**src/rtl/serial_add_pkg.sv**
```systemverilog
// Shared constants for the word-serial adder/subtractor: word width,
// default operand size and the controller state encoding.
package serial_add_pkg;

  localparam int unsigned WORD_W         = 16;
  localparam int unsigned NWORDS_DEFAULT = 4;

  localparam logic [1:0] ST_IDLE = 2'd0;
  localparam logic [1:0] ST_RUN  = 2'd1;
  localparam logic [1:0] ST_DONE = 2'd2;

  typedef enum logic [1:0] {
    IDLE = ST_IDLE,
    RUN  = ST_RUN,
    DONE = ST_DONE
  } state_e;

endpackage

```
**src/rtl/rca_16bits.sv**
```systemverilog
// 16-bit ripple-carry adder; the single arithmetic resource shared by every
// word of a serial operation.
module rca_16bits
  import serial_add_pkg::*;
(
  input  logic [WORD_W-1:0] in1,
  input  logic [WORD_W-1:0] in2,
  input  logic              cin,
  output logic [WORD_W-1:0] out,
  output logic              cout
);

  always_comb begin
    logic c;
    c   = cin;
    out = '0;
    for (int unsigned i = 0; i < WORD_W; i++) begin
      out[i] = in1[i] ^ in2[i] ^ c;
      c      = (in1[i] & in2[i]) | (c & (in1[i] ^ in2[i]));
    end
    cout = c;
  end

endmodule

```
**src/rtl/serial_add_ctrl.sv**
```systemverilog
// Word-serial add/subtract controller: one 16-bit word per cycle through a
// shared ripple-carry adder, carry chained through a register between words.
module serial_add_ctrl
  import serial_add_pkg::*;
#(
  parameter int unsigned NWORDS = NWORDS_DEFAULT
) (
  input  logic                     clk,
  input  logic                     rst_n,
  input  logic                     start,
  input  logic                     op_sub,
  input  logic [WORD_W*NWORDS-1:0] a,
  input  logic [WORD_W*NWORDS-1:0] b,
  input  logic                     cin,
  output logic                     busy,
  output logic                     done,
  output logic [WORD_W*NWORDS-1:0] sum,
  output logic                     cout,
  output logic                     ovf
);

  localparam int unsigned   DW       = WORD_W * NWORDS;
  localparam int unsigned   IW       = (NWORDS > 1) ? $clog2(NWORDS) : 1;
  localparam logic [IW-1:0] LAST_IDX = IW'(NWORDS - 1);

  state_e          state_q, state_d;
  logic [IW-1:0]   idx_q, idx_d;
  logic [DW-1:0]   a_q, a_d;
  logic [DW-1:0]   b_q, b_d;
  logic [DW-1:0]   res_q, res_d;
  logic [DW-1:0]   sum_q, sum_d;
  logic            sub_q, sub_d;
  logic            carry_q, carry_d;
  logic            cout_q, cout_d;
  logic            ovf_q, ovf_d;
  logic            armed_q;

  logic [WORD_W-1:0] word_a, word_b, word_s;
  logic              word_c;
  logic              accept;
  logic              b_msb_eff;

  // armed_q stays low for the first edge after reset release so a start held
  // across the release is not taken on that edge.
  assign accept = start && armed_q && (state_q != RUN);

  // b is kept as presented; the subtract inversion is applied on the way into
  // the adder, which is equivalent to storing ~b.
  assign word_a    = a_q[idx_q*WORD_W +: WORD_W];
  assign word_b    = b_q[idx_q*WORD_W +: WORD_W] ^ {WORD_W{sub_q}};
  assign b_msb_eff = b_q[DW-1] ^ sub_q;

  rca_16bits u_rca (
    .in1  (word_a),
    .in2  (word_b),
    .cin  (carry_q),
    .out  (word_s),
    .cout (word_c)
  );

  always_comb begin
    state_d = state_q;
    idx_d   = idx_q;
    a_d     = a_q;
    b_d     = b_q;
    res_d   = res_q;
    sum_d   = sum_q;
    sub_d   = sub_q;
    carry_d = carry_q;
    cout_d  = cout_q;
    ovf_d   = ovf_q;

    unique case (state_q)
      IDLE, DONE: begin
        if (accept) begin
          a_d     = a;
          b_d     = b;
          sub_d   = op_sub;
          carry_d = op_sub ? 1'b1 : cin;
          idx_d   = '0;
          state_d = RUN;
        end else begin
          state_d = IDLE;
        end
      end

      RUN: begin
        res_d[idx_q*WORD_W +: WORD_W] = word_s;
        carry_d                       = word_c;
        if (idx_q == LAST_IDX) begin
          idx_d   = '0;
          state_d = DONE;
          sum_d   = res_d;
          cout_d  = word_c;
          ovf_d   = (a_q[DW-1] == b_msb_eff) && (res_d[DW-1] != a_q[DW-1]);
        end else begin
          idx_d = idx_q + 1'b1;
        end
      end

      default: state_d = IDLE;
    endcase
  end

  always_ff @(posedge clk or negedge rst_n) begin
    if (!rst_n) begin
      state_q <= IDLE;
      idx_q   <= '0;
      a_q     <= '0;
      b_q     <= '0;
      res_q   <= '0;
      sum_q   <= '0;
      sub_q   <= 1'b0;
      carry_q <= 1'b0;
      cout_q  <= 1'b0;
      ovf_q   <= 1'b0;
      armed_q <= 1'b0;
    end else begin
      state_q <= state_d;
      idx_q   <= idx_d;
      a_q     <= a_d;
      b_q     <= b_d;
      res_q   <= res_d;
      sum_q   <= sum_d;
      sub_q   <= sub_d;
      carry_q <= carry_d;
      cout_q  <= cout_d;
      ovf_q   <= ovf_d;
      armed_q <= 1'b1;
    end
  end

  assign busy = (state_q == RUN);
  assign done = (state_q == DONE);
  assign sum  = sum_q;
  assign cout = cout_q;
  assign ovf  = ovf_q;

endmodule

```
**config.mk**
```make
export PLATFORM = sky130hd
export DESIGN_NAME = serial_add_ctrl
export DESIGN_NICKNAME = d
export VERILOG_FILES = /design/src/rtl/serial_add_pkg.sv /design/src/rtl/rca_16bits.sv /design/src/rtl/serial_add_ctrl.sv
export SDC_FILE = /design/constraint.sdc
export NUM_CORES = 1
export LEC_CHECK = 0
export ABC_CLOCK_PERIOD_IN_PS = 21300
export CORE_MARGIN = 5
export CORE_UTILIZATION = 40
export CTS_CLUSTER_DIAMETER = 40
export DETAILED_ROUTE_END_ITERATION = 10
export GPL_TIMING_DRIVEN = 0
export HOLD_SLACK_MARGIN = 0.02
export SLEW_MARGIN = 20
export SYNTH_ARGS = -nofsm -noshare
export SYNTH_HDL_FRONTEND = slang
export SYNTH_HIERARCHICAL = 1
export SYNTH_SLANG_ARGS = --single-unit
```
**constraint.sdc**
```tcl
create_clock -name clk -period 21.3 [get_ports clk]
set_input_delay 5.325 -clock clk [delete_from_list [all_inputs] [get_ports clk]]
set_output_delay 5.325 -clock clk [all_outputs]
set_load 0.005 [all_outputs]
```
### Word level (Yosys, flattened, before mapping)

Index checks and enable logic that the tools add are counted.

| word-level totals | value |
|---|---|
| output and inout port bits | 68 |
| word-level logic and storage cells | 126 |
| input bits | 133 |
| flip-flop bits (word level) | 265 |

| cells by class | value |
|---|---|
| shift-type cells | 4 |
| muxes and demuxes | 10 |
| reductions and logical operators | 9 |
| eq/ne operators | 8 |
| add/subtract/negate cells | 2 |
| bitwise operators | 82 |

Operators by type and width:

| cell | count |
|---|---|
| variable part select 64 x 7 -> 16 bit | 2 |
| bitwise mux 64 bit | 1 |
| variable shift 16 x 34 -> 64 bit (first input constant) | 1 |
| variable part select 16 x 34 -> 64 bit | 1 |
| negator 6 -> 34 bit | 1 |
| XOR 1 bit | 33 |
| bitwise AND 1 bit | 32 |
| bitwise OR 1 bit | 16 |
| XOR 16 bit | 1 |
| one-hot mux 2 bit (2 select lines) | 2 |
| 2-to-1 mux 2 bit | 3 |
| AND reduction 2 bit | 3 |
| == test 2 bit (second input constant) | 2 |
| != test 2 x 1 -> 1 bit (second input constant) | 2 |
| logical AND 1 bit | 3 |
| 2-to-1 mux 1 bit | 3 |
| adder 2 x 1 -> 2 bit (second input constant) | 1 |
| == test 2 x 1 -> 1 bit (second input constant) | 1 |
| zero test 2 bit | 1 |
| != test 2 bit (second input constant) | 1 |
| one-hot mux 1 bit (2 select lines) | 1 |
| nonzero test 2 bit | 1 |
| OR reduction 2 bit | 1 |
| == test 1 bit | 1 |
| != test 1 bit | 1 |

### Depth between registers and ports, before layout

Gate-level depths: netlist (run 1).

| depth | value |
|---|---|
| depth after elaboration | 38 |
| depth in mapped cells | 26 |
| depth with buffers taken out | 25 |

### Cells and area by module

The synthesis (run 1) kept the hierarchy.

Modules (own cells, without submodules):

| module | cells each | instances | sequential area each (sq um) | area an instance (sq um) |
|---|---|---|---|---|
| serial_add_ctrl | 825 | 1 | 6631.4 | 11224.5 |
| rca_16bits | 26 | 1 | 0.0 | 357.8 |

### Worst setup path after synthesis (run 1)

OpenSTA, ideal clock, no wires.

| timing | value |
|---|---|
| kind | flip-flop to flip-flop |
| from | register idx_q[0] |
| to | register ovf_q, in the netlist ovf |
| path buffers | 2 |
| setup slack | 13.066 ns |
| arrival time | 8.156 ns |
| required time | 21.223 ns |
| setup time | 0.077 ns |
| stages on the path, launching flop included | 27 |
| clock period less this slack | 8.234 ns |
| cell sequence | dfrtp_1 buf_2 buf_4 mux4_2 fa_1 inv_1 fa_1 inv_1 fa_1 fa_1 fa_1 fa_1 fa_1 fa_1 fa_1 fa_1 fa_1 fa_1 fa_1 fa_1 fa_1 inv_1 fa_1 inv_1 a21oi_1 or3_1 a21oi_1 |

| between the ends | value |
|---|---|
| elaborated cells on any way between the ends | 88 |
| those cells by class | add/sub (1); eq/ne (2); shift (4); mux (1); bitwise (78); reduce/logical (2) |

RTL lines:

| element | line | RTL |
|---|---|---|
| start: declaration | serial_add_ctrl.sv:27 | `logic [IW-1:0] idx_q, idx_d;` |
| start signal: assignment | serial_add_ctrl.sv:120 | `idx_q <= idx_d;` |
| variable part select 64 x 7 -> 16 bit * | serial_add_ctrl.sv:49 | `assign word_a = a_q[idx_q*WORD_W +: WORD_W];` |
| named net word_a[0] | serial_add_ctrl.sv:38 | `logic [WORD_W-1:0] word_a, word_b, word_s;` |
| XOR 1 bit | rca_16bits.sv:19 | `c = (in1[i] & in2[i]) \| (c & (in1[i] ^ in2[i]));` |
| bitwise AND 1 bit | rca_16bits.sv:19 |  |
| bitwise OR 1 bit * | rca_16bits.sv:19 |  |
| bitwise AND 1 bit * | rca_16bits.sv:19 |  |
| bitwise OR 1 bit * | rca_16bits.sv:19 |  |
| bitwise AND 1 bit * | rca_16bits.sv:19 |  |
| (+23 left out) | n/a |  |
| bitwise AND 1 bit * | rca_16bits.sv:19 |  |
| bitwise OR 1 bit * | rca_16bits.sv:19 |  |
| XOR 1 bit * | rca_16bits.sv:18 | `out[i] = in1[i] ^ in2[i] ^ c;` |
| named net word_s[15] | serial_add_ctrl.sv:38 |  |
| variable part select 16 x 34 -> 64 bit * | serial_add_ctrl.sv:88 | `res_d[idx_q*WORD_W +: WORD_W] = word_s;` |
| bitwise mux 64 bit * | serial_add_ctrl.sv:88 |  |
| != test 1 bit * | serial_add_ctrl.sv:95 | `ovf_d = (a_q[DW-1] == b_msb_eff) && (res_d[DW-1] != a_q[DW-1]);` |
| logical AND 1 bit * | serial_add_ctrl.sv:95 |  |
| end signal: assignment | serial_add_ctrl.sv:128 | `ovf_q <= ovf_d;` |
| end: declaration | serial_add_ctrl.sv:35 | `logic ovf_q, ovf_d;` |

The timed path passes the listed nets; every way through them passes the cells marked *.
A chain may end at the register's enable or synchronous reset.

### Worst setup path after layout (run 1)

Same ends and word-level chain as after synthesis.

==> run_results.csv, run 1 <==
group,metric,value,unit
logic_synthesis,synth-seq-area-share,57.3,%
grt,grt_use_met2,31.1,%
final_layout,design_area,15500,sq um
clock_tree,cts_tree,"done",
logic_synthesis,synth_simple_gate_area_share,6.05,%
logic_synthesis,netlist_instances,851,
grt,antenna_found_initial,8,
sta,tns,0,ps
grt,grt_use_met1,26.6,%
logic_synthesis,yosys-mux-area-fraction,18.8,%
worst_setup_path,crit_path_max_fanout,10,
clock_tree,htreeDepth,2,
worst_setup_path,cp_common_cell,"fa_1",
final_layout,final_common_cell,"dfrtp_1",
grt,grt_overflow,0,
sta,fin_crit,9150,ps
flow_run,cap_violations,0,
floorplan,io_pins,201,
clock_tree,worstSkewPairLatency,520,ps
place,io_buffers,200,
sta,fin_crit_sh,43.0,%
sta,final_hold_viol_count,0,
drt,dr.pass1.iters,5,
drt,vias,8029,
floorplan,die_w,180,um
clock_tree,ctsHoldBuffers,0,
logic_synthesis,ys_types,33,
logic_synthesis,synth-adder-area-share,3.41,%
grt,grt_max_degree,97,
worst_setup_path,cp-end-kind,"flip-flop",
floorplan,core-area,28600,sq um
grt,grt_pass1_vias,8433,
clock_tree,clock_path_buffers,3,
worst_setup_path,ff2ff_setup_slack,12150,ps
grt,grt_pass1_wl,49600,um
floorplan,num_rows,62,
final_layout,layout-drive-gt1-share,22.6,%
drt,wl_per_cell,21.4,um
status,status,"completed",
place,dpl-instance-area,14100,sq um
floorplan,dieArea,32500,sq um
final_layout,finalNetCount,1248,
worst_hold_path,hold_class,"reg -> reg",
logic_synthesis,yosys_register_bits,265,
sta,max_freq,109,MHz
logic_synthesis,synth_nets,1006,
place,placed_cells,1437,
logic_synthesis,syn-cell-area,11600,sq um
floorplan,initial_core_util,40.5,%
logic_synthesis,ys_warn_count,6,
floorplan,die_h,180,um
final_layout,layout_common_cells,"265 x dfrtp_1, 199 x clkdlybuf4s50_1, 129 x mux2_2, 129 x nor2_1",
grt,grt_usage,19.5,%
final_layout,fin_util,54.2,%
final_layout,final_cell_count_no_fill,1504,
place,dp_hpwl,23000,um
clock_tree,cts_made_buffers,38,
worst_setup_path,slowest_delay,620,ps
drt,drc_errors,0,
logic_synthesis,avgSynthCellArea,13.6,sq um
clock_tree,ctsRootBufferMaster,"clkbuf_16",
drt,drt_iter0_drc,499,
sta,setup_viol,0,
logic_synthesis,synth_compound_area_share,9.93,%
drt,antenna_left,0,
sta,tightestPinTransition,875,ps
worst_setup_path,startpoint_type,"flip-flop",
clock_tree,cts_setup_buffers,0,
clock_tree,cts_sinks,265,
place,gp_congestion,0.791,
logic_synthesis,yosys.area_share.xor_xnor,1.29,%
sta,max_slew_margin,41.7,%
worst_setup_path,cp.required,21730,ps
final_layout,area_growth,33.9,%
grt,top_usage_layer,"met2",
clock_tree,cts-resized-gates,0,
sta,finalMaxSlewViolations,0,
grt,use_met3,5.65,%
clock_tree,path_clk_slew,50,ps
worst_setup_path,path_class,"reg -> reg",
worst_setup_path,crit_slowest_cell,"mux4_2",
worst_setup_path,arrival,9580,ps
logic_synthesis,synth_top_family_by_area,"multiplexers",
drt,vias_per_cell,5.34,
sta,rsz0062_at_grt,"no",
drt,finalWirelength,32200,um
sta,fin_worst_skew,21.4,ps
metal layers:
| metal | wire, um | up-vias |
|---|---|---|
| li1 | - | 3583 |
| met1 | 13700 | 4126 |
| met2 | 15600 | 252 |
| met3 | 2180 | 54 |
| met4 | 590 | 14 |
| met5 | 86 | - |
through the flow:
step / hold WS [ps] / setup slack [ps]
after floorplan: 442 / 13070
after global placement: 457 / 3220
after detailed placement: 470 / 12170
after CTS: 481 / 12110
after global routing: 502 / 11800
final: 478 / 12150
final timing paths:
kind                        endpoint  cells past startpoint       from
max in group asynchronous     a_q[8]                      2      rst_n
min                        res_q[63]                      2  res_q[63]
max reg2reg                      ovf                     26   idx_q[0]
max                              ovf                     26   idx_q[0]
min reg2reg                res_q[63]                      2  res_q[63]
min in group asynchronous    b_q[16]                      1      rst_n
cell type report:
class | count | area [sq um]
multi-input cells | 495 | 4570
plain buffers | 73 | 312
clock inverters | 17 | 282
diodes | 1 | 2.50
fillers | 2451 | 13100
repair buffers | 202 | 2060
flip-flops and latches | 265 | 6630
clock buffers | 49 | 1100
well taps | 384 | 480
inverters | 18 | 67.6
flip-flops by register name (all words and copies together) (netlist names):
| signal | cells |
|---|---|
| armed_q | 1 |
| state_q | 2 |
| res_q | 64 |
| a_q | 64 |
| carry_q | 1 |
| cout | 1 |
| idx_q | 2 |
| ovf | 1 |
| b_q | 64 |
| sub_q | 1 |
| sum | 64 |
critical path: cells and delay by family (launching register included):
| kind | cells | cell delay [ps] |
|---|---|---|
| fa+ha+maj | 16 | 6120 |
| buf+inv | 6 | 1150 |
| mux | 1 | 620 |
| flops | 1 | 450 |
| simple gates | 1 | 380 |
| compound gates | 2 | 340 |
cell families after synthesis:
family,after synthesis
compound gates,134
xor+xnor,17
fa+ha+maj,22
buf+inv,91
flops,265
mux,161
other cells,1
simple gates,160
cell usage after synthesis:
cell type    n  area [sq um]
nor2b_1      2          12.5
nand2b_1     2          12.5
and2_1       1          6.26
nor4b_4      1          23.8
ha_1         6          75.1
nor4bb_1     1          10.0
nand2_1     14          52.6
nand3b_1     2          15.0
nand3_1      3          15.0
dfrtp_1    265          6630
a31oi_1      1          6.26
mux2_2     129          1450
a22o_1      63           552
xor2_1      17           149
fa_1        16           320
clkinv_1     1          3.75
buf_4        5          37.5
clkbuf_1    43           161
o21ai_0      3          15.0
nor2_1     129           484
inv_2        2          7.51
a21oi_1      2          10.0
nor3_2       2          20.0
nor4_4       2          42.5
mux4_2      32           721
conb_1       1          3.75
o31ai_1      1          7.51
inv_1       15          56.3
buf_2       15          75.1
o211ai_1     1          7.51
a221oi_1    63           552
buf_1       10          37.5
or3_1        1          6.26
Power of run 1 is not shown: default switching activity piles up to over one toggle a cycle in this logic, so the estimate is an artifact.
==> run 2, diff against run 1 <==
- ABC_CLOCK_PERIOD_IN_PS: 21300 -> 8000
- PLACE_DENSITY: default -> 0.66
- clock period: 21.3 -> 8 ns (I/O delays scaled with it)
==> run_results.csv, run 2 (synthesis results as in run 1) <==
group,metric,value,unit
drt,drc_errors,0,
drt,finalWirelength,31300,um
sta,max_slew_margin,42.6,%
final_layout,layout-drive-gt1-share,25.0,%
drt,vias,7978,
sta,fin_worst_skew,22.5,ps
sta,tightestPinTransition,861,ps
grt,use_met3,7.59,%
worst_setup_path,ff2ff_setup_slack,270,ps
pwr,leakagePower,6.68,nW
floorplan,die_h,180,um
clock_tree,cts_sinks,265,
sta,max_freq,129,MHz
drt,antenna_left,0,
worst_setup_path,path_class,"reg -> reg",
sta,finalMaxSlewViolations,0,
final_layout,layout_common_cells,"264 x dfrtp_1, 199 x clkdlybuf4s50_1, 129 x mux2_2, 129 x nor2_1",
grt,grt_usage,19.3,%
floorplan,core-area,28600,sq um
worst_setup_path,arrival,8170,ps
place,dpl-instance-area,14100,sq um
worst_hold_path,hold_class,"reg -> reg",
final_layout,final_common_cell,"dfrtp_1",
pwr,power,0.00836,W
clock_tree,ctsHoldBuffers,0,
grt,grt_use_met1,25.7,%
floorplan,io_pins,201,
floorplan,num_rows,62,
worst_setup_path,reg2reg_to,"ovf",
worst_setup_path,crit_start,"idx_q[0]",
grt,grt_pass1_vias,8431,
floorplan,dieArea,32500,sq um
clock_tree,htreeDepth,2,
drt,wl_per_cell,20.7,um
drt,drt_iter0_drc,627,
worst_setup_path,slowest_delay,510,ps
worst_setup_path,cp-end-kind,"flip-flop",
grt,top_usage_layer,"met2",
final_layout,design_area,15600,sq um
worst_setup_path,cp.required,8440,ps
grt,grt_max_degree,94,
drt,vias_per_cell,5.27,
worst_setup_path,crit_buf_inv,5,
clock_tree,ctsRootBufferMaster,"clkbuf_16",
floorplan,initial_core_util,40.5,%
flow_run,cap_violations,0,
sta,fin_crit,7730,ps
worst_setup_path,path_delay_family,"adder cells",
worst_setup_path,critical_path_cell_count,26,
clock_tree,cts_tree,"done",
worst_setup_path,crit_slowest_cell,"mux4_2",
clock_tree,path_clk_slew,50,ps
sta,final_hold_viol_count,0,
place,gp_congestion,0.819,
place,dp_hpwl,22600,um
clock_tree,clock_path_buffers,3,
place,io_buffers,200,
worst_setup_path,startpoint_type,"flip-flop",
grt,grt_use_met2,30.0,%
worst_setup_path,r2r_cells,26,
clock_tree,cts_made_buffers,41,
worst_setup_path,cp_common_cell,"fa_2",
worst_setup_path,crit_path_max_fanout,4,
final_layout,finalNetCount,1256,
final_layout,fin_util,54.6,%
pwr,power_density,534,nW/um^2
sta,setup_viol,0,
pwr,worst_ir_drop_vdd,0.395,mV
sta,fin_crit_sh,96.6,%
final_layout,area_growth,35.0,%
grt,grt_pass1_wl,49500,um
worst_setup_path,crit_path_end,"ovf",
drt,dr.pass1.iters,5,
status,status,"completed",
grt,grt_overflow,0,
worst_setup_path,rr_startpoint,"idx_q[0]",
floorplan,die_w,180,um
clock_tree,worstSkewPairLatency,530,ps
grt,antenna_found_initial,10,
sta,rsz0062_at_grt,"no",
==> run 2: changes by cell type in the layout (fill, tap and decap cells not counted), sizes merged <==
| cell | before | now |
|---|---|---|
| buf | 33 | 38 |
| bufinv | 7 | 5 |
| clkbuf | 92 | 88 |
| clkinv | 6 | 8 |
| clkinvlp | 3 | 5 |
| inv | 19 | 26 |
==> run 2: worst min path at each step <==
stage / from / to / cells after the start / slack [ps]
2_1_floorplan: res_q[63] / res_q[63] / 2 / 440
5_1_grt: res_q[25] / res_q[25] / 1 / 510
3_5_place_dp: res_q[63] / res_q[63] / 2 / 470
4_1_cts: res_q[63] / res_q[63] / 2 / 480
3_3_place_gp: res_q[63] / res_q[63] / 2 / 460
6_report: res_q[63] / res_q[63] / 2 / 470
==> run 2: layout make-up <==
| cell class | count | area [sq um] |
|---|---|---|
| sequential | 265 | 6630 |
| antenna | 1 | 2.50 |
| buffer | 73 | 355 |
| clock buffer | 45 | 1070 |
| multi-input combinational | 495 | 4610 |
| fill | 2396 | 13000 |
| clock inverter | 26 | 325 |
| timing repair buffer | 207 | 2100 |
| inverter | 18 | 67.6 |
| tap | 384 | 480 |
==> run 2: report_power, final <==
group | total (W) | internal, W | switching, W | leakage (nW)
Clock | 0.00181 | 0.00114 | 0.000666 | 0.672
Combinational | 0.00426 | 0.00169 | 0.00257 | 2.75
Sequential | 0.00228 | 0.00195 | 0.000329 | 3.26
==> run 2: worst register-to-register path: stages (launching register included) <==
cell and delay (ps):
dfrtp_2 380, buf_12 130, mux4_2 510, xor2_1 170
fa_1 380, inv_1 70, fa_1 150, inv_1 50
fa_1 390, fa_2 360, fa_2 360, fa_2 350
fa_2 350, fa_2 350, fa_2 380, fa_2 360
fa_2 350, fa_2 360, fa_2 360, fa_2 350
fa_2 360, inv_1 80, fa_1 420, inv_2 80
a21oi_2 80, or3_1 360, a21oi_1 130
==> run 2: routing by layer <==
metal | share of wire (%) | vias to the layer above | wire length (um)
met5 | 0.37 | - | 116
met1 | 42 | 4016 | 13000
met3 | 9.6 | 68 | 2990
met4 | 1.8 | 16 | 558
li1 | - | 3599 | -
met2 | 47 | 279 | 14600
==> run 2: timing repair <==
| item | 4_1_cts | 5_1_grt |
|---|---|---|
| buffers inserted | 5 | 0 |
| hold endpoints to repair | 0 | 0 |
| setup endpoints to repair | 23 | 1 |
| resized for setup | 19 | 3 |
| pin swaps | 1 | 1 |
==> run 2: through the flow <==
| stage | setup TNS [ps] | cells | hold slack, ps | worst slack (ps) |
|---|---|---|---|---|
| floorplan | 0 | 851 | 442 | 3.88 |
| global placement | -1738460 | 1435 | 458 | -7540 |
| detailed placement | -9330 | 1437 | 465 | -1050 |
| CTS | 0 | 1513 | 477 | 41.3 |
| global route | 0 | 1514 | 508 | 41.6 |
| finish | 0 | 1514 | 471 | 270 |
(Power assumes the default switching activity.)
